`config.mk`:
```
export PLATFORM = sky130hd
export DESIGN_NAME = sram_clear_writer
export DESIGN_NICKNAME = d
export VERILOG_FILES = /design/src/rtl/sram_clear_writer.sv
export SDC_FILE = /design/constraint.sdc
export NUM_CORES = 2
export LEC_CHECK = 0
export BUFFER_PORTS_ARGS = -buffer_cell sky130_fd_sc_hd__buf_2
export CORE_ASPECT_RATIO = 1.25
export CORE_MARGIN = 2
export CORE_UTILIZATION = 56
export DETAILED_ROUTE_END_ITERATION = 6
export PLACE_DENSITY = 0.75
export SLEW_MARGIN = 20
export SYNTH_ARGS = -nofsm -noshare
export SYNTH_HDL_FRONTEND = slang
export SYNTH_SLANG_ARGS = --single-unit
export TNS_END_PERCENT = 100
```
`constraint.sdc`:
```
create_clock -name clk -period 6.55 [get_ports clk]
set_input_delay 0.9825 -clock clk [delete_from_list [all_inputs] [get_ports clk]]
set_output_delay 0.9825 -clock clk [all_outputs]
set_load 0.01 [all_outputs]
```
`src/rtl/sram_clear_writer.sv`:
```
// Write-side wrapper for a DEPTH x WIDTH SRAM: hardware clear sequence after
// reset or on request, then valid/ready writes and 1-cycle registered reads.
module sram_clear_writer #(
  parameter int                 DEPTH      = 32,
  parameter int                 WIDTH      = 112,
  parameter int                 AW         = 5,
  parameter logic [WIDTH-1:0]   INIT_VALUE = {WIDTH{1'b0}}
) (
  input  logic             clk,
  input  logic             rst_n,
  input  logic             start_clear,
  input  logic             wr_valid,
  output logic             wr_ready,
  input  logic [AW-1:0]    wr_addr,
  input  logic [WIDTH-1:0] wr_data,
  input  logic             rd_en,
  input  logic [AW-1:0]    rd_addr,
  output logic [WIDTH-1:0] rd_data,
  output logic             rd_valid,
  output logic             busy,
  output logic             init_done
);

  typedef enum logic {
    S_CLEAR = 1'b0,
    S_READY = 1'b1
  } state_e;

  state_e           state_q, state_d;
  logic [AW-1:0]    cnt_q, cnt_d;
  logic [WIDTH-1:0] mem_q [DEPTH];
  logic [WIDTH-1:0] rd_data_q;
  logic             rd_valid_q;

  logic             mem_we_s;
  logic [AW-1:0]    mem_waddr_s;
  logic [WIDTH-1:0] mem_wdata_s;
  logic             rd_accept_s;

  // Next-state, clear counter and the single shared memory write port.
  always_comb begin
    state_d     = state_q;
    cnt_d       = cnt_q;
    mem_we_s    = 1'b0;
    mem_waddr_s = wr_addr;
    mem_wdata_s = wr_data;
    case (state_q)
      S_CLEAR: begin
        mem_we_s    = 1'b1;
        mem_waddr_s = cnt_q;
        mem_wdata_s = INIT_VALUE;
        if (cnt_q == AW'(DEPTH - 1)) begin
          state_d = S_READY;
          cnt_d   = {AW{1'b0}};
        end else begin
          cnt_d   = cnt_q + AW'(1);
        end
      end
      S_READY: begin
        // A write in the start_clear cycle still commits; the clear overwrites it later.
        mem_we_s = wr_valid;
        if (start_clear) begin
          state_d = S_CLEAR;
          cnt_d   = {AW{1'b0}};
        end else begin
          state_d = S_READY;
          cnt_d   = cnt_q;
        end
      end
      default: begin
        state_d = S_CLEAR;
        cnt_d   = {AW{1'b0}};
      end
    endcase
  end

  assign rd_accept_s = rd_en && (state_q == S_READY);

  // Control and read-data registers with synchronous active-low reset.
  always_ff @(posedge clk) begin
    if (!rst_n) begin
      state_q    <= S_CLEAR;
      cnt_q      <= {AW{1'b0}};
      rd_valid_q <= 1'b0;
      rd_data_q  <= {WIDTH{1'b0}};
    end else begin
      state_q    <= state_d;
      cnt_q      <= cnt_d;
      rd_valid_q <= rd_accept_s;
      if (rd_accept_s) begin
        rd_data_q <= mem_q[rd_addr];
      end else begin
        rd_data_q <= rd_data_q;
      end
    end
  end

  // Storage array: never touched by reset, read-first against same-cycle writes.
  always_ff @(posedge clk) begin
    if (rst_n && mem_we_s) begin
      mem_q[mem_waddr_s] <= mem_wdata_s;
    end
  end

  assign busy      = (state_q == S_CLEAR);
  assign init_done = (state_q == S_READY);
  assign wr_ready  = (state_q == S_READY);
  assign rd_data   = rd_data_q;
  assign rd_valid  = rd_valid_q;

endmodule

```
# Word-level counts from Yosys, hierarchy flattened
# Memory sizes are Yosys's and may differ from the RTL's. A register that Yosys moved wholly into a read port is not among the register bits.
# Cells that the tools add are included.
[totals] mem_bits_rw=3584 mem_count=1 word_cells=22 register_bits=7 input_bits=127 out_inout_bits=116
[op_classes] n_reduce_logical=3 n_bitwise=1 n_eq_ne=2 muxes=11 n_addsub=1
[memory_table] memory="mem_q" depth=32 word_bits=112 read_ports=1 rd_clocked_by_memory_dff=1 write_ports=1 line_no="31" rtl="logic [WIDTH-1:0] mem_q [DEPTH];"
[op_table] cell="112-bit 2-to-1 mux" n=1
[op_table] cell="5-bit 2-to-1 mux" n=3
[op_table] cell="5-bit one-hot mux with 2 select lines" n=1
[op_table] cell="5-bit by 1-bit adder with 5-bit output (second input constant)" n=1
[op_table] cell="5-bit == test (second input constant)" n=1
[op_table] cell="1-bit 2-to-1 mux" n=4
[op_table] cell="1-bit one-hot mux with 2 select lines" n=2
[op_table] cell="1-bit logical AND" n=2
[op_table] cell="2-bit != test (second input constant)" n=1
[op_table] cell="1-bit zero test" n=1
[op_table] cell="1-bit NOT" n=1

# Longest topological paths before layout
[logic_depth] word_depth=5 depth_mapped=9

# Worst setup path after synthesis
# OpenSTA, ideal clock, no wires.
[synth_path] kind="input port to flip-flop" from="in rst_n" to="mem mem_q[27][0], enable pin" n_path_buf=1 arrival_time_ns=6.228 setup_slack_ns=-0.262 setup_time_ns=0.584 cell_stages=4 path_cell_list="clkbuf_1 -> nor2b_1 -> nand2_1 -> nor2_1"
[synth_via] elab_chain_len=3
[synth_rtl] element="from (decl)" line_no="10" rtl="input logic rst_n,"
[synth_rtl] element="1-bit logical AND" line_no="100" rtl="if (rst_n && mem_we_s) begin"
[synth_rtl] element="1-bit 2-to-1 mux" line_no="100"
[synth_rtl] element="1-bit 2-to-1 mux (implied by the code)" line_no="101" rtl="mem_q[mem_waddr_s] <= mem_wdata_s;"
[synth_rtl] element="to (decl)" line_no="31"
# No other way between the ends.

# Worst setup path after layout
[layout_path] from="reg state_q, in the netlist init_done" to="mem mem_q[5][88], enable pin"
[layout_via] elab_chain_len=5
[layout_rtl] element="from (decl)" line_no="29" rtl="state_e state_q, state_d;"
[layout_rtl] element="from (signal assigned)" line_no="87" rtl="state_q <= state_d;"
[layout_rtl] element="1-bit NOT"
[layout_rtl] element="1-bit one-hot mux with 2 select lines" line_no="47" rtl="case (state_q)"
[layout_rtl] element="1-bit logical AND" line_no="100"
[layout_rtl] element="1-bit 2-to-1 mux" line_no="100"
[layout_rtl] element="1-bit 2-to-1 mux (implied by the code)" line_no="101"
# Several ways; a longest one is shown, not always the timed one.

==> results.py <==
metrics = {
    "run_status": {
        "status": "completed",
    },
    "floorplan": {
        "die_x_um": 456,
        "core_um2": 254000,
        "fp.dieArea_um2": 260000,
        "io_pins": 243,
        "die_h_um": 569,
        "initial_core_util": 0.563,
        "num_rows": 207,
    },
    "finish": {
        "nNetsFinal": 7453,
        "area_growth_pct": 11.2,
        "drive_above_1_share": 0.246,
        "fillCellCount": 16800,
        "stdcell_area_um2": 159000,
        "fin_cells": 10900,
    },
    "power_and_ir_drop": {
        "power_density_nw_per_um2": 294,
        "leakage_nw": 45.7,
        "power_frac_comb": 0.030,
        "swShare": 0.201,
        "ir_worst_vdd_uv": 218,
        "p_seq_frac": 0.551,
        "p_int_w": 0.0374,
        "power.share.clock": 0.419,
        "power_w": 0.0468,
        "netSwitchingPower_w": 0.00939,
    },
    "route": {
        "postRouteAntennaNets": 0,
        "first_pass_iters": 7,
        "wirelength_um": 346000,
        "dr.first_iter.drc_count": 9231,
        "dr_total_vias": 72200,
        "drc": 0,
        "routedWlPerCell_um": 31.6,
        "vias_per_cell": 6.59,
    },
    "cts": {
        "post_cts_resized": 0,
        "post_cts_buffers": 0,
        "ctsLongestPathBuffers": 4,
        "cts_tree": "built",
        "cts_buffers": 338,
        "cts.sinks": 3703,
        "htreeDepth": 5,
        "cts.hold.buffers_added": 0,
        "clkSlewWorstSetupHoldPaths_ns": 0.07,
        "root_buffer": "clkbuf_16",
        "clk_latency_ns": 0.89,
    },
    "worst_setup_path": {
        "regToRegStartpoint": "init_done$_SDFF_PN0_",
        "crit_family": "simple AND/OR/NAND/NOR gates",
        "crit_arrival_ns": 4.69,
        "crit_top_cell": "buf_4",
        "required_ns": 7.06,
        "cpPeakStageDelay_ns": 0.95,
        "slowest_stage": "nor2_4",
        "path_cells": "buf_4 > nand3b_1 > o21ai_0 > nand2_1 > nor2_4 > buf_4",
        "cp-start-kind": "flip-flop",
        "cp_num_buf_inv": 2,
        "cp-startpoint": "init_done$_SDFF_PN0_",
        "path_class": "flip-flop to flip-flop",
        "cp-end-kind": "flip-flop",
        "path_max_fanout": 52,
    },
    "synth": {
        "netlist_area_um2": 143000,
        "synth_edf_count": 3584,
        "synth.top_cell.area_share": 0.752,
        "synth_warnings": 0,
        "netlist_instances": 7033,
        "ys_types": 44,
        "ys_ff_latch": 3703,
        "yosys.area.top_type": "edfxtp_1",
        "syn_nets": 7162,
        "ys_seq_area_frac": 0.768,
        "synthArstFlopShare": 0,
        "netlist_top_cells_area": "edfxtp_1 75%, mux4_2 7.0%, mux2i_1 4.7%",
        "synthTopCellsByCount": "3584 x edfxtp_1, 674 x mux2i_1, 469 x mux2_2",
        "ys.flop_type": "edfxtp_1",
        "syn_avg_cell_area_um2": 20.4,
        "post-synth-top-count-cell": "edfxtp_1",
    },
    "global_routing": {
        "grt_max_degree": 159,
        "grt_pass1_vias": 73600,
        "grt_pass1_wl_um": 500000,
        "grt_overflow_total": 0,
        "grt_usage": 0.262,
        "antenna_found_initial": 11,
    },
    "placed_design": {
        "gp_congestion": 0.773,
        "pre_cts_slack_ns": 2.42,
        "dp_cells": 10300,
        "hpwl_um": 171000,
        "post_dp_cell_area_um2": 148000,
        "port_buffers": 242,
    },
    "sta": {
        "min_period_over_period": 0.638,
        "rsz0062_at_grt": "false",
        "min_period_ns": 4.18,
        "finalSetupViolations": 0,
        "fin_tns_setup_ns": 0,
        "fmax_mhz": 239,
        "fin_worst_skew_ns": 0.0352,
        "worst_pin_slew_ns": 1.32,
        "finalMaxSlewViolations": 0,
        "setup_ws_ns": 2.37,
        "slew_headroom": 0.119,
        "hold_viol": 0,
    },
    "min_path": {
        "min_from": "rst_n",
        "min_path_type": "input port to flip-flop",
    },
    "run": {
        "max_cap_violations": 0,
    },
}
per-stage QoR:
stage          hold WS (ns)  utilization
2_1_floorplan         0.499            -
3_3_place_gp          0.526        0.582
3_5_place_dp          0.552        0.582
4_1_cts               0.423        0.626
5_1_grt               0.474        0.626
6_report              0.470        0.626
cell usage in the layout, fill, tap and decap left out, types with 3 or more instances in the layout:
cell type   netlist  final
edfxtp_1       3584   3584
mux2i_1         674    674
mux2_2          469    469
mux4_2          448    448
clkbuf_16         0    344
o22ai_1         336    336
buf_2           142    238
o21ai_0         118    118
dfxtp_1         119    118
nor2_1          146    114
nor3_1          113    113
a21oi_1         113    113
a222oi_1        112    112
a211o_1         112    112
mux2_1           92     92
clkbuf_1        130     74
buf_4            96     69
and2_1          117     67
buf_12            0     59
clkinv_1          0     56
clkinv_2          0     54
and2_2            0     47
nor2_4            0     33
bufinv_16         0     29
clkbuf_8          0     26
nand2_1          16     15
buf_8             1      9
inv_6             0      7
clkinvlp_4        0      7
inv_16            0      6
nand3_1           6      5
nor2b_1           4      4
diode_2           0      3
and3_1            3      3
inv_1             3      3
and2_4            0      3
nand2b_4          0      3
clkinv_8          0      3
cell families after synthesis:
| kind of cell | after synthesis | synth area share |
|---|---|---|
| DFF | 3703 | 0.768 |
| buffers and inverters | 429 | 0.0176 |
| muxes | 1683 | 0.162 |
| AOI/OAI and AO/OA | 798 | 0.0378 |
| and+or+nand+nor | 418 | 0.0144 |
| adders and majority gates | 2 | 0.000175 |
power by group through the flow:
stage / Combinational [W] / Clock [W] / Sequential (W)
floorplan: 0.00100 / 0 / 0.0263
global placement: 0.00140 / 0 / 0.0263
detailed placement: 0.00141 / 0 / 0.0263
CTS: 0.00142 / 0.0198 / 0.0258
global route: 0.00148 / 0.0207 / 0.0258
finish: 0.00142 / 0.0196 / 0.0258
flip-flops by register name, summed over array words and instances (netlist names):
name       cells
mem_q       3584
cnt_q          5
rd_valid       1
init_done      1
rd_data      112
routing by layer:
layer | global-route usage | wire length, um
met5 | 0 | 37
met4 | 0.0840 | 10700
met3 | 0.0560 | 35700
met2 | 0.431 | 169000
met1 | 0.353 | 130000
cell type report:
cell class / instances / area (um^2) / share of cell area
well taps: 3344 / 4180 / 0.0263
diodes: 3 / 7.51 / 0.0000471
clock buffers: 444 / 9240 / 0.0580
flip-flops and latches: 3703 / 110000 / 0.691
inverters: 3 / 11.3 / 0.0000707
clock inverters: 166 / 1710 / 0.0107
multi-input cells: 2901 / 31000 / 0.195
repair buffers: 377 / 3050 / 0.0191
path summary, 6_finish.rpt:
kind                       endpoint  slack [ns]  cells after the start
max          mem_q[5][88]$_DFFE_PP_        2.37                      6
min reg2reg   cnt_q[3]$_SDFFE_PN0P_        0.57                      2
max reg2reg  mem_q[5][88]$_DFFE_PP_        2.37                      6
min           cnt_q[2]$_SDFFE_PN0P_        0.47                      2
No activity file was read; power rests on OpenSTA's default activity.
